## src/rtl/bp_me_nonsynth_lce_tr_replay.sv

```systemverilog
// Trace-replay engine for one LCE: steps through a combinational trace ROM,
// issues TR command packets and checks returned TR response packets.
module bp_me_nonsynth_lce_tr_replay #(
    parameter int paddr_width_p    = 40,
    parameter int dword_width_p    = 64,
    parameter int rom_addr_width_p = 10,
    parameter int timeout_p        = 1024,
    localparam int tr_pkt_width_lp   = 5 + paddr_width_p + dword_width_p,
    localparam int rom_data_width_lp = 4 + tr_pkt_width_lp
) (
    input  logic                         clk_i,
    input  logic                         reset_i,
    input  logic                         en_i,
    output logic [rom_addr_width_p-1:0]  rom_addr_o,
    input  logic [rom_data_width_lp-1:0] rom_data_i,
    output logic [tr_pkt_width_lp-1:0]   tr_pkt_o,
    output logic                         tr_pkt_v_o,
    input  logic                         tr_pkt_yumi_i,
    input  logic [tr_pkt_width_lp-1:0]   tr_pkt_i,
    input  logic                         tr_pkt_v_i,
    output logic                         tr_pkt_ready_o,
    output logic                         done_o,
    output logic                         error_o,
    output logic                         timeout_o,
    output logic [15:0]                  mismatch_count_o
);

    localparam int TMO_W = ($clog2(timeout_p) > 0) ? $clog2(timeout_p) : 1;
    localparam logic [TMO_W-1:0] TMO_LAST = TMO_W'(timeout_p - 1);

    localparam logic [3:0] OP_SEND = 4'h1;
    localparam logic [3:0] OP_RECV = 4'h2;
    localparam logic [3:0] OP_WAIT = 4'h3;
    localparam logic [3:0] OP_DONE = 4'h4;

    typedef enum logic [2:0] {
        S_FETCH,
        S_SEND,
        S_RECV,
        S_WAIT,
        S_DONE,
        S_ERROR
    } state_e;

    state_e r_state;
    state_e w_state_nxt;

    logic [rom_addr_width_p-1:0] r_addr;
    logic [tr_pkt_width_lp-1:0]  r_pkt;
    logic [TMO_W-1:0]            r_tmo;
    logic [15:0]                 r_wait;
    logic                        r_error;
    logic                        r_timeout;
    logic [15:0]                 r_mcount;

    logic [3:0]                  w_op;
    logic [tr_pkt_width_lp-1:0]  w_rom_pkt;
    logic                        w_addr_last;
    logic                        w_step;
    logic                        w_rsp_hs;
    logic                        w_mismatch;

    assign w_op        = rom_data_i[rom_data_width_lp-1 -: 4];
    assign w_rom_pkt   = rom_data_i[tr_pkt_width_lp-1:0];
    assign w_addr_last = &r_addr;
    assign w_rsp_hs    = (r_state == S_RECV) && tr_pkt_v_i;

    // Header (cmd, uncached, paddr) always compared; data only when the expected cmd is a load.
    assign w_mismatch =
        (tr_pkt_i[tr_pkt_width_lp-1:dword_width_p] != r_pkt[tr_pkt_width_lp-1:dword_width_p]) ||
        (!r_pkt[tr_pkt_width_lp-1] && (tr_pkt_i[dword_width_p-1:0] != r_pkt[dword_width_p-1:0]));

    always_comb begin
        w_step = 1'b0;
        case (r_state)
            S_SEND:  w_step = tr_pkt_yumi_i;
            S_RECV:  w_step = tr_pkt_v_i;
            S_WAIT:  w_step = (r_wait == 16'd0);
            default: w_step = 1'b0;
        endcase
    end

    // State register
    always_ff @(posedge clk_i or negedge reset_i) begin
        if (!reset_i) begin
            r_state <= S_FETCH;
        end else begin
            r_state <= w_state_nxt;
        end
    end

    // Next-state logic
    always_comb begin
        w_state_nxt = r_state;
        case (r_state)
            S_FETCH: begin
                if (en_i) begin
                    case (w_op)
                        OP_SEND: w_state_nxt = S_SEND;
                        OP_RECV: w_state_nxt = S_RECV;
                        OP_WAIT: w_state_nxt = S_WAIT;
                        OP_DONE: w_state_nxt = S_DONE;
                        default: w_state_nxt = S_ERROR;
                    endcase
                end
            end
            S_SEND, S_WAIT: begin
                if (w_step) begin
                    w_state_nxt = w_addr_last ? S_ERROR : S_FETCH;
                end
            end
            S_RECV: begin
                // A response in the final timeout cycle wins over the timeout.
                if (tr_pkt_v_i) begin
                    w_state_nxt = w_addr_last ? S_ERROR : S_FETCH;
                end else if (r_tmo == TMO_LAST) begin
                    w_state_nxt = S_ERROR;
                end
            end
            S_DONE:  w_state_nxt = S_DONE;
            S_ERROR: w_state_nxt = S_ERROR;
            default: w_state_nxt = S_ERROR;
        endcase
    end

    // Datapath and sticky status
    always_ff @(posedge clk_i or negedge reset_i) begin
        if (!reset_i) begin
            r_addr    <= '0;
            r_pkt     <= '0;
            r_tmo     <= '0;
            r_wait    <= '0;
            r_error   <= 1'b0;
            r_timeout <= 1'b0;
            r_mcount  <= '0;
        end else begin
            if ((r_state == S_FETCH) && en_i) begin
                if ((w_op == OP_SEND) || (w_op == OP_RECV)) begin
                    r_pkt <= w_rom_pkt;
                end
                if (w_op == OP_RECV) begin
                    r_tmo <= '0;
                end
                if (w_op == OP_WAIT) begin
                    r_wait <= w_rom_pkt[15:0];
                end
            end

            if (r_state == S_RECV && !tr_pkt_v_i) begin
                if (r_tmo == TMO_LAST) begin
                    r_timeout <= 1'b1;
                end else begin
                    r_tmo <= r_tmo + 1'b1;
                end
            end

            if (w_rsp_hs && w_mismatch) begin
                r_error <= 1'b1;
                if (r_mcount != 16'hFFFF) begin
                    r_mcount <= r_mcount + 16'd1;
                end
            end

            if ((r_state == S_WAIT) && (r_wait != 16'd0)) begin
                r_wait <= r_wait - 16'd1;
            end

            if (w_step && !w_addr_last) begin
                r_addr <= r_addr + 1'b1;
            end

            if (w_state_nxt == S_ERROR) begin
                r_error <= 1'b1;
            end
        end
    end

    // Output logic
    always_comb begin
        tr_pkt_v_o     = (r_state == S_SEND);
        tr_pkt_ready_o = (r_state == S_RECV);
        done_o         = (r_state == S_DONE) || (r_state == S_ERROR);
    end

    assign rom_addr_o       = r_addr;
    assign tr_pkt_o         = r_pkt;
    assign error_o          = r_error;
    assign timeout_o        = r_timeout;
    assign mismatch_count_o = r_mcount;

endmodule

```

## config.mk

```make
export PLATFORM = sky130hd
export DESIGN_NAME = bp_me_nonsynth_lce_tr_replay
export DESIGN_NICKNAME = d
export VERILOG_FILES = /design/src/rtl/bp_me_nonsynth_lce_tr_replay.sv
export SDC_FILE = /design/constraint.sdc
export NUM_CORES = 1
export LEC_CHECK = 0
export BUFFER_PORTS_ARGS = -buffer_cell sky130_fd_sc_hd__clkbuf_2
export CAP_MARGIN = 20
export CORE_ASPECT_RATIO = 0.8
export CORE_MARGIN = 2
export CORE_UTILIZATION = 43
export DETAILED_ROUTE_END_ITERATION = 8
export HOLD_SLACK_MARGIN = 0.02
export PLACE_DENSITY = 0.77
export SYNTH_ARGS = -nofsm -noshare
export SYNTH_HDL_FRONTEND = slang
export SYNTH_SLANG_ARGS = --single-unit
```

## constraint.sdc

```tcl
create_clock -name clk_i -period 2.55 [get_ports clk_i]
set_input_delay 0.6375 -clock clk_i [delete_from_list [all_inputs] [get_ports clk_i]]
set_output_delay 0.6375 -clock clk_i [all_outputs]
set_load 0.02 [all_outputs]
```

# --- Word-level counts from Yosys, hierarchy flattened ---
# Cells that the tools add are included.
op_classes:
  n_eq_ne: 14
  mux: 17
  n_reduce_logical: 25
  n_addsub: 4
op_table:
  columns: ["cell", "n"]
  rows:
  - ["64-bit != test", 1]
  - ["16-bit 2-to-1 mux", 3]
  - ["45-bit != test", 1]
  - ["10-bit 2-to-1 mux", 4]
  - ["3-bit case mux with 4 select lines", 2]
  - ["10-bit by 1-bit adder with 10-bit output, second input constant", 2]
  - ["16-bit by 1-bit adder with 16-bit output, second input constant", 1]
  - ["16-bit zero test", 1]
  - ["16-bit != test, second input constant", 1]
  - ["16-bit nonzero test", 1]
  - ["16-bit by 1-bit subtractor with 16-bit output, second input constant", 1]
  - ["3-bit 2-to-1 mux", 5]
  - ["10-bit == test, second input constant", 1]
  - ["10-bit AND reduction", 1]
  - ["3-bit == test, second input constant", 3]
  - ["4-bit by 2-bit == test with 1-bit output, second input constant", 2]
  - ["2-bit AND reduction", 4]
  - ["1-bit logical AND", 7]
  - ["3-bit by 2-bit == test with 1-bit output, second input constant", 2]
  - ["2-bit nonzero test", 3]
  - ["4-bit by 1-bit == test with 1-bit output, second input constant", 1]
  - ["4-bit by 3-bit == test with 1-bit output, second input constant", 1]
  - ["3-bit by 1-bit == test with 1-bit output, second input constant", 1]
  - ["1-bit zero test", 3]
  - ["5 further kinds", 8]
word_totals:
  ff_bits: 166
  input_bits: 227

# --- Logic depth before layout (Yosys ltp) ---
# Gate-level depths: netlist of run 1.
depth:
  ltp_word: 6
  mapped_depth: 9
  ltp_nobuf: 8

# --- Worst setup path before layout of run 1 ---
# OpenSTA, ideal clock, no wires.
synth_path:
  kind: "register to register"
  start: "register r_state[0]"
  end: "register r_tmo[9]"
  n_path_buf: 1
  setup_slack_ns: -0.099
  setup_ns: 0.124
  required_ns: 2.426
  stages_incl_launch_ff: 9
  arrival_time_ns: 2.525
  path_cell_list: "dfrtp_1 > clkbuf_1 > nor3b_1 > nand2b_1 > a41oi_1 > and3_1 > and4_1 > nand3_1 > mux2i_1"
synth_between:
  word_cells_on_any_way: 7
synth_lines:
  columns: ["element", "line_no", "rtl"]
  rows:
  - ["start, declared", "45", "state_e r_state;"]
  - ["start signal, assigned", "88", "r_state <= w_state_nxt;"]
  - ["3-bit by 2-bit == test with 1-bit output", null, null]
  - ["via tr_pkt_ready_o", "21", "output logic tr_pkt_ready_o,"]
  - ["1-bit logical AND", "149", "if (r_state == S_RECV && !tr_pkt_v_i) begin"]
  - ["10-bit 2-to-1 mux", "149", null]
  - ["end signal, assigned", "153", "r_tmo <= r_tmo + 1'b1;"]
  - ["end, declared", "50", "logic [TMO_W-1:0] r_tmo;"]
# The timed path passes the listed nets, and every way through them passes these cells.
# A chain may end at the register's enable or synchronous reset.

# --- Final worst setup path of run 1 ---
layout_path:
  start: "register r_wait[10]"
  end: "register r_addr[5] (netlist: rom_addr_o[5])"
layout_between:
  elab_chain_cells: 3
layout_rtl:
  columns: ["element", "line_no", "rtl"]
  rows:
  - ["start, declared", "51", "logic [15:0] r_wait;"]
  - ["start signal, assigned", "145", "r_wait <= w_rom_pkt[15:0];"]
  - ["start signal, assigned", "165", "r_wait <= r_wait - 16'd1;"]
  - ["16-bit zero test", "78", "S_WAIT: w_step = (r_wait == 16'd0);"]
  - ["1-bit case mux with 3 select lines", "75", "case (r_state)"]
  - ["1-bit logical AND", "168", "if (w_step && !w_addr_last) begin"]
  - ["end signal, assigned", "169", "r_addr <= r_addr + 1'b1;"]
  - ["end, declared", "48", "logic [rom_addr_width_p-1:0] r_addr;"]
# No other way between the ends.

==> results of run 1 <==
[registers in the layout (all words and copies together), names as in the netlist]
register / cells
error_o: 1
mismatch_count_o: 16
r_state: 3
r_tmo: 10
r_wait: 16
rom_addr_o: 10
timeout_o: 1
tr_pkt_o: 109
[critical path: stages, from the launching register on]
cell and delay [ns]:
dfrtp_1 0.39, or3_4 0.39, or4_4 0.44, or3_4 0.36, a211oi_4 0.33, and4_1 0.28, nand3_1 0.10, xnor2_1 0.13
[cells by family after synthesis]
kind of cell | Yosys count | share of synthesized area
and+or+nand+nor | 174 | 0.117
DFF | 166 | 0.513
xor gates and xnor gates | 139 | 0.150
muxes | 113 | 0.157
AOI/OAI and AO/OA | 52 | 0.0469
buffers and inverters | 23 | 0.0107
adders and majority gates | 4 | 0.00617
[final cells by class]
type,count,area share
well taps,253,0.0286
inverters,5,0.00170
repair buffers,394,0.189
multi-input cells,482,0.354
clock inverters,14,0.0128
flip-flops and latches,166,0.375
clock buffers,18,0.0388
[cells in the final DEF, fill, tap and decap left out, types with 17 or more instances in the layout]
master,Yosys,routed
nand3_1,22,20
buf_4,0,24
xnor2_1,125,125
clkbuf_16,0,17
clkbuf_2,0,365
nor2_1,23,22
nand4_1,35,35
nand2_1,32,32
dfrtp_1,166,166
mux2_2,111,110
[metal layers]
metal | share of wire | wire length [µm] | vias up | GRT usage
met5 | 0 | 0 | - | 0
met4 | 0.017 | 406 | 0 | 0.0647
met3 | 0.081 | 1950 | 27 | 0.0847
met2 | 0.49 | 11800 | 262 | 0.398
met1 | 0.41 | 9760 | 3349 | 0.298
li1 | - | - | 3208 | -
[final timing paths]
kind                                  from            end  slack [ns]
max reg2reg                     r_wait[10]  rom_addr_o[5]        0.02
min                                reset_i      timeout_o        0.14
max in group asynchronous          reset_i   tr_pkt_o[78]        1.69
min in group clk_i         rom_data_i[104]  tr_pkt_o[104]        0.44
max                             r_wait[10]  rom_addr_o[5]        0.02
min reg2reg                      timeout_o      timeout_o        0.47
[where the power goes]
| part | switching (µW) | internal (µW) | leakage (µW) |
|---|---|---|---|
| logic | 1110 | 969 | 0.00308 |
| registers | 479 | 3050 | 0.00221 |
| clock network | 1140 | 1380 | 0.000277 |
| total | 2730 | 5400 | 0.00557 |
[repair_timing]
item	CTS	global route
setup buffers	0	2
endpoints found under the setup margin	0	18
resized for setup	0	8
[per-stage QoR]
step | setup WS (ns) | hold slack [ns] | setup TNS (ns) | total power (µW)
global placement | -0.103 | 0.458 | -0.835 | 5580
global route | -0.0795 | 0.159 | -0.333 | 8540
detailed placement | -0.141 | 0.459 | -1.18 | 5650
CTS | 0.0180 | 0.153 | 0 | 8180
finish | 0.0209 | 0.139 | 0 | 8130
floorplan | 0.0141 | 0.342 | 0 | 4710
==> results.toml, run 1 <==
[logic_synthesis]
synth-seq-cells = 166
yosysSeqAreaShare = 0.513
yosysMostFrequentCell = "dfrtp_1"
synth-edff-count = 0
synth-async-reset-ratio = 1.00
ys_types = 47
syn_area_per_cell_um2 = 12.1
synth_top_area_frac = 0.513
synthesis.area_um2 = 8110
synth_cells = 671
ys_warn_count = 0
synth_fp_nets = 902
synth_flop_cell = "dfrtp_1"
synth_area_leader_cell = "dfrtp_1"
synthTopCellsByCount = "dfrtp_1 (166), xnor2_1 (125), mux2_2 (111)"
synth_area_leaders = "dfrtp_1 (51%), mux2_2 (15%), xnor2_1 (14%)"

[clock_tree]
htree_levels = 4
hold_buffers = 0
clkSinkCount = 166
worstSkewPairLatency_ns = 0.43
cts.clk_slew.worst_paths_ns = 0.07
ctsRootBufferMaster = "clkbuf_16"
cts_buffers = 17
cts_tree = "done"
clk_path_buf_depth = 2

[placement]
dpl_cell_area_um2 = 10400
finalWeightedCongestion = 0.898
io_buffers = 366
dp_hpwl_mm = 18.8
dp_cells = 1298

[global_routing]
antenna_found_initial = 0
grt_max_degree = 66
grt_overflow = 0
grt_pass1_vias = 6897
grtUsageTotal = 0.240
grt_pass1_wl_mm = 36.7

[finish]
fin_cells = 1332
seqCellArea_um2 = 4150
final_layout_size_suffix_gt1_frac = 0.512
finalCoreUtilization = 0.604
multi_input_area_um2 = 3920
area_growth_pct = 36.5
n_fill_cell = 1540
n_antenna_cell = 0
fin_nets = 1297
final_area_um2 = 11100

[drt]
drt_wl_total_mm = 23.9
drt_iter0_drc = 390
firstDrtPassIters = 4
vias_per_cell = 5.14
ant_nets = 0
drt-wirelength-per-cell_um = 17.9
num_vias = 6846
drc_errors = 0

[sta]
rsz0062_at_grt = "yes"
setup_viol = 0
fmax_mhz = 395
worstMarginPinSlew_ns = 0.612
fin_crit_sh = 0.992
slew_headroom = 0.588
min_period_ns = 2.53
drv_slew = 0
fin_skew_ns = 0.0113
finalHoldViolCount = 0

[worst_setup_path]
crit_path_end_kind = "flop"
worstSetupStartpointType = "flop"
worstPathArrival_ns = 2.84
cp_max_fo = 5
crit_required_ns = 2.86
worstSetupPathType = "flop to flop"
r2r_cells = 7

[die]
rows = 44
die_w_um = 158
die_h_um = 127
start_util = 0.442
die_area_um2 = 20000
io_pins = 367
core_um2 = 18300

[worst_hold_path]
hp-class = "primary input to async pin"

[flow_run]
maxCapViolCount = 0

[power]
irDropWorstVdd_mv = 0.604
p_per_area_nw_per_um2 = 734
p_leak_uw = 0.00557

[status]
outcome = "finished clean"
No activity file was read; power rests on OpenSTA's default activity.
==> inputs of run 2 (changes only) <==
- BUFFER_PORTS_ARGS: -buffer_cell sky130_fd_sc_hd__clkbuf_2 -> unset
- CORE_AREA: unset -> 2 2 143 145
- CORE_ASPECT_RATIO: 0.8 -> unset
- CORE_MARGIN: 2 -> unset
- CORE_UTILIZATION: 43 -> unset
- DIE_AREA: unset -> 0 0 145 147
- DONT_BUFFER_PORTS: unset -> 1
- PLACE_DENSITY: 0.77 -> unset
==> results.toml, run 2 (synthesized netlist as in run 1, its figures left out) <==
[global_routing]
grt_max_degree = 167
grt_overflow = 0
grt_pass1_vias = 5968
grt_pass1_wl_mm = 34.0
antenna_found_initial = 0
grtUsageTotal = 0.205

[worst_setup_path]
crit_path_end_kind = "flop"
cpLargestDelayFamily = "simple AND/OR/NAND/NOR gates"
cp_num_buf_inv = 0
slowest_delay_ns = 0.43
cp_max_fo = 5
critPathMostFrequentCell = "or3_4"
critical_path.cell_chain = "or3_4 > or4_4 > or3_4 > a211oi_4 > and3_4 > nand4_1 > xnor2_1"
reg2reg_slack_ns = 0.04
worstSetupPathType = "flop to flop"
worstSetupStartpointType = "flop"
r2r_cells = 7
crit_required_ns = 2.86
worstPathArrival_ns = 2.81
reg2reg_to = "rom_addr_o[8]"
crit_path_top_delay_cell = "or4_4"
r2r_start = "r_wait[10]"

[sta]
min_period_ns = 2.51
finalHoldViolCount = 166
holdWs_ns = -0.0980
drv_slew = 0
slew_headroom = 0.431
fin_skew_ns = 0.0154
fin_crit_sh = 0.983
worstMarginPinSlew_ns = 0.846
tns_ns = 0
setup_viol = 0
fmax_mhz = 399
rsz0062_at_grt = "yes"

[die]
rows = 52
core_um2 = 19800
start_util = 0.408
io_pins = 367
die_h_um = 147
die_w_um = 145
die_area_um2 = 21300

[clock_tree]
clk_path_buf_depth = 2
worstSkewPairLatency_ns = 0.43
cts.clk_slew.worst_paths_ns = 0.07
htree_levels = 4
cts_tree = "done"
clkSinkCount = 166
cts_buffers = 17
ctsRootBufferMaster = "clkbuf_16"

[power]
irDropWorstVdd_mv = 0.407
p_per_area_nw_per_um2 = 830
p_leak_uw = 0.00402

[placement]
dp_hpwl_mm = 16.6
finalWeightedCongestion = 0.937
io_buffers = 0

[flow_run]
maxCapViolCount = 0

[status]
outcome = "finished, violations left"
failed_checks = "hold timing"

[drt]
drt_wl_total_mm = 21.6
drt_iter0_drc = 180
drt-wirelength-per-cell_um = 22.0
num_vias = 5488
firstDrtPassIters = 4
drc_errors = 0
vias_per_cell = 5.58
ant_nets = 0

[finish]
fin_nets = 930
area_growth_pct = 14.5
largest_reg_flops = 109
final_common_cell = "dfrtp_1"
layout_common_cells = "dfrtp_1 (166), xnor2_1 (123), mux2_2 (111), nand4_1 (35), nand2_1 (32)"
final_layout_size_suffix_gt1_frac = 0.264
finalCoreUtilization = 0.468
n_fill_cell = 1802

[worst_hold_path]
hp-class = "primary input to async pin"
-- run 2: cell count changes in the layout (fill, tap and decap cells not counted), sizes merged --
| cell | delta |
|---|---|
| buf | -2 |
| clkinvlp | -2 |
| diode | +1 |
| inv | +1 |
| clkinv | -1 |
| clkbuf | -364 |
| bufinv | +1 |
-- run 2: per-stage QoR --
stage	hold WS (ns)	power (µW)	worst slack [ns]	area, µm²	std cells
floorplan	0.342	4710	0.0141	8110	671
finish	-0.0980	7700	0.0433	9280	983
global placement	0.346	5020	-0.0454	8590	948
global route	-0.130	8070	-0.0451	9280	982
detailed placement	0.346	5070	-0.135	8590	948
CTS	-0.121	7780	-0.00933	9220	981
-- run 2: cell type report --
class | count | area, µm² | area share
repair buffers | 27 | 215 | 0.0232
clock buffers | 19 | 453 | 0.0488
clock inverters | 13 | 158 | 0.0170
well taps | 270 | 338 | 0.0364
flip-flops and latches | 166 | 4150 | 0.448
multi-input cells | 482 | 3940 | 0.425
diodes | 1 | 2.50 | 0.000270
inverters | 5 | 18.8 | 0.00202
-- run 2: how the worst max path moves through the flow --
stage | startpoint | to | slack [ns] | cells after the start
2_1_floorplan | r_wait[10] | rom_addr_o[8] | 0.01 | 7
3_3_place_gp | tr_pkt_i[27] | mismatch_count_o[2] | -0.05 | 8
3_5_place_dp | tr_pkt_i[27] | mismatch_count_o[14] | -0.14 | 8
4_1_cts | r_wait[10] | rom_addr_o[8] | -0.009 | 7
5_1_grt | r_wait[10] | rom_addr_o[7] | -0.05 | 7
6_report | r_wait[10] | rom_addr_o[8] | 0.04 | 7
-- run 2: layer usage --
layer	part of all wire	up-vias	wire, µm	global-route usage
met2	0.52	203	11300	0.353
met5	0	-	0	0
met3	0.068	26	1470	0.0724
li1	-	2474	-	-
met4	0.015	0	329	0.0614
met1	0.39	2785	8500	0.242
-- run 2: worst reg2reg max path, stage by stage, from the launching register on --
cell and delay [ns]:
dfrtp_1 0.39, or3_4 0.40, or4_4 0.43, or3_4 0.37
a211oi_4 0.30, and3_4 0.24, nand4_1 0.11, xnor2_1 0.16
-- run 2: report_power, final --
group | switching [µW] | total (µW) | leakage, µW | internal [µW]
Clock | 1140 | 2670 | 0.000304 | 1530
Sequential | 1000 | 4050 | 0.00221 | 3040
Combinational | 363 | 986 | 0.00151 | 622
-- run 2: timing repair --
item,CTS,global route
pin swaps,5,2
setup endpoints to repair,9,18
resized for setup,2,7
endpoints found under the hold margin,166,166
setup buffers,1,1
==> inputs of run 3 (changes only) <==
- CELL_PAD_IN_SITES_DETAIL_PLACEMENT: unset -> 0
- CELL_PAD_IN_SITES_GLOBAL_PLACEMENT: unset -> 2
- CORE_AREA: 2 2 143 145 -> unset
- CORE_ASPECT_RATIO: unset -> 0.8
- CORE_MARGIN: unset -> 2
- CORE_UTILIZATION: unset -> 35
- DIE_AREA: 0 0 145 147 -> unset
- GPL_TIMING_DRIVEN: unset -> 0
- PLACE_DENSITY_LB_ADDON: unset -> 0.1
==> results.toml, run 3 (synthesized netlist as in run 1, its figures left out) <==
[placement]
dp_hpwl_mm = 18.3
finalWeightedCongestion = 0.846
io_buffers = 0
dpl_cell_area_um2 = 8490
post-place-ws_ns = -0.868

[finish]
final_area_um2 = 9350
seqCellArea_um2 = 4150
final_layout_size_suffix_gt1_frac = 0.257
n_fill_cell = 2135
layout_common_cells = "dfrtp_1 (166), xnor2_1 (124), mux2_2 (110), nand4_1 (35), nand2_1 (30)"
final_common_cell = "dfrtp_1"
n_antenna_cell = 0
largest_reg_flops = 109
multi_input_area_um2 = 4010
finalCoreUtilization = 0.413
fin_nets = 931
area_growth_pct = 15.3

[global_routing]
grt_pass1_vias = 5720
grt_pass1_wl_mm = 35.9
grt_overflow = 0
antenna_found_initial = 1
grt_max_degree = 167
grtUsageTotal = 0.194

[power]
p_leak_uw = 0.00401
p_per_area_nw_per_um2 = 837
irDropWorstVdd_mv = 0.357

[sta]
fin_crit_sh = 0.998
drv_slew = 0
setup_viol = 0
finalHoldViolCount = 166
rsz0062_at_grt = "yes"
holdWs_ns = -0.0979
setup_slack_ns = 0.00479
slew_headroom = 0.468
fmax_mhz = 393
worstMarginPinSlew_ns = 0.797
fin_skew_ns = 0.0126
min_period_ns = 2.55

[worst_setup_path]
r2r_cells = 7
cpLargestDelayFamily = "simple AND/OR/NAND/NOR gates"
cp.depth = 7
worstSetupStartpointType = "flop"
slowest_delay_ns = 0.45
worstSetupPathType = "flop to flop"
cp_num_buf_inv = 0
worstPathArrival_ns = 2.85
crit_path_top_delay_cell = "or4_4"
cp_max_fo = 5
crit_path_end_kind = "flop"
crit_required_ns = 2.86
critical_path.cell_chain = "or3_4 > or4_4 > or3_4 > a211oi_4 > and3_4 > nand4_1 > xnor2_1"
critPathMostFrequentCell = "or3_4"

[drt]
vias_per_cell = 5.37
firstDrtPassIters = 4
drt_iter0_drc = 289
drt_wl_total_mm = 23.7
ant_nets = 0
drt-wirelength-per-cell_um = 23.2
drc_errors = 0
num_vias = 5468

[status]
failed_checks = "hold timing"
outcome = "finished, violations left"

[clock_tree]
clkSinkCount = 166
cts_buffers = 17
worstSkewPairLatency_ns = 0.43
htree_levels = 4
cts.clk_slew.worst_paths_ns = 0.07
ctsRootBufferMaster = "clkbuf_16"
cts_tree = "done"
clk_path_buf_depth = 2

[worst_hold_path]
hp-class = "primary input to async pin"

[die]
io_pins = 367
die_area_um2 = 24400
core_um2 = 22600
start_util = 0.358
die_w_um = 174
rows = 49
die_h_um = 140

[flow_run]
maxCapViolCount = 0
==> run 3: layer usage <==
metal  track usage  vias to the layer above  share of wire
met4        0.0500                        0          0.013
met2         0.318                      214           0.49
li1              -                     2468              -
met5             0                        -              0
met3        0.0708                       18          0.078
met1         0.244                     2768           0.42
==> run 3: per-stage QoR <==
step | TNS (ns) | total power, µW | std cells
after global placement | -19.05 | 5010 | 977
after global routing | -0.573 | 8180 | 1019
after floorplan | 0 | 4710 | 671
after detailed placement | -23.09 | 5050 | 977
after CTS | -0.0354 | 7880 | 1015
final | 0 | 7830 | 1019
==> run 3: repair_timing <==
| action | CTS | global route |
|---|---|---|
| pin swaps | 6 | 6 |
| hold endpoints to repair | 166 | 166 |
| gates resized for setup | 14 | 18 |
| buffers inserted | 7 | 5 |
| endpoints found under the setup margin | 138 | 87 |
==> run 3: power by group <==
group	switching (µW)	total, µW	internal, µW	leakage, µW
Clock	1190	2800	1610	0.000309
Combinational	368	988	621	0.00149
Sequential	998	4040	3040	0.00221
Total	2560	7830	5270	0.00401
==> run 3: path summary, 6_finish.rpt <==
path	slack (ns)	to	start
min in group clk_i	0.33	r_wait[7]	rom_data_i[7]
max reg2reg	0.005	rom_addr_o[8]	r_wait[10]
max in group asynchronous	2.37	tr_pkt_o[89]	reset_i
min reg2reg	0.50	r_tmo[5]	r_tmo[5]
min	-0.1	tr_pkt_o[21]	reset_i
max	0.005	rom_addr_o[8]	r_wait[10]
==> run 3: area by class of cell <==
type / count / area share
multi-input combinational: 482 / 0.429
clock inverter: 14 / 0.0201
timing repair buffer: 12 / 0.00964
inverter: 5 / 0.00201
clock buffer: 18 / 0.0470
buffer: 16 / 0.00736
tap: 306 / 0.0410
sequential: 166 / 0.444
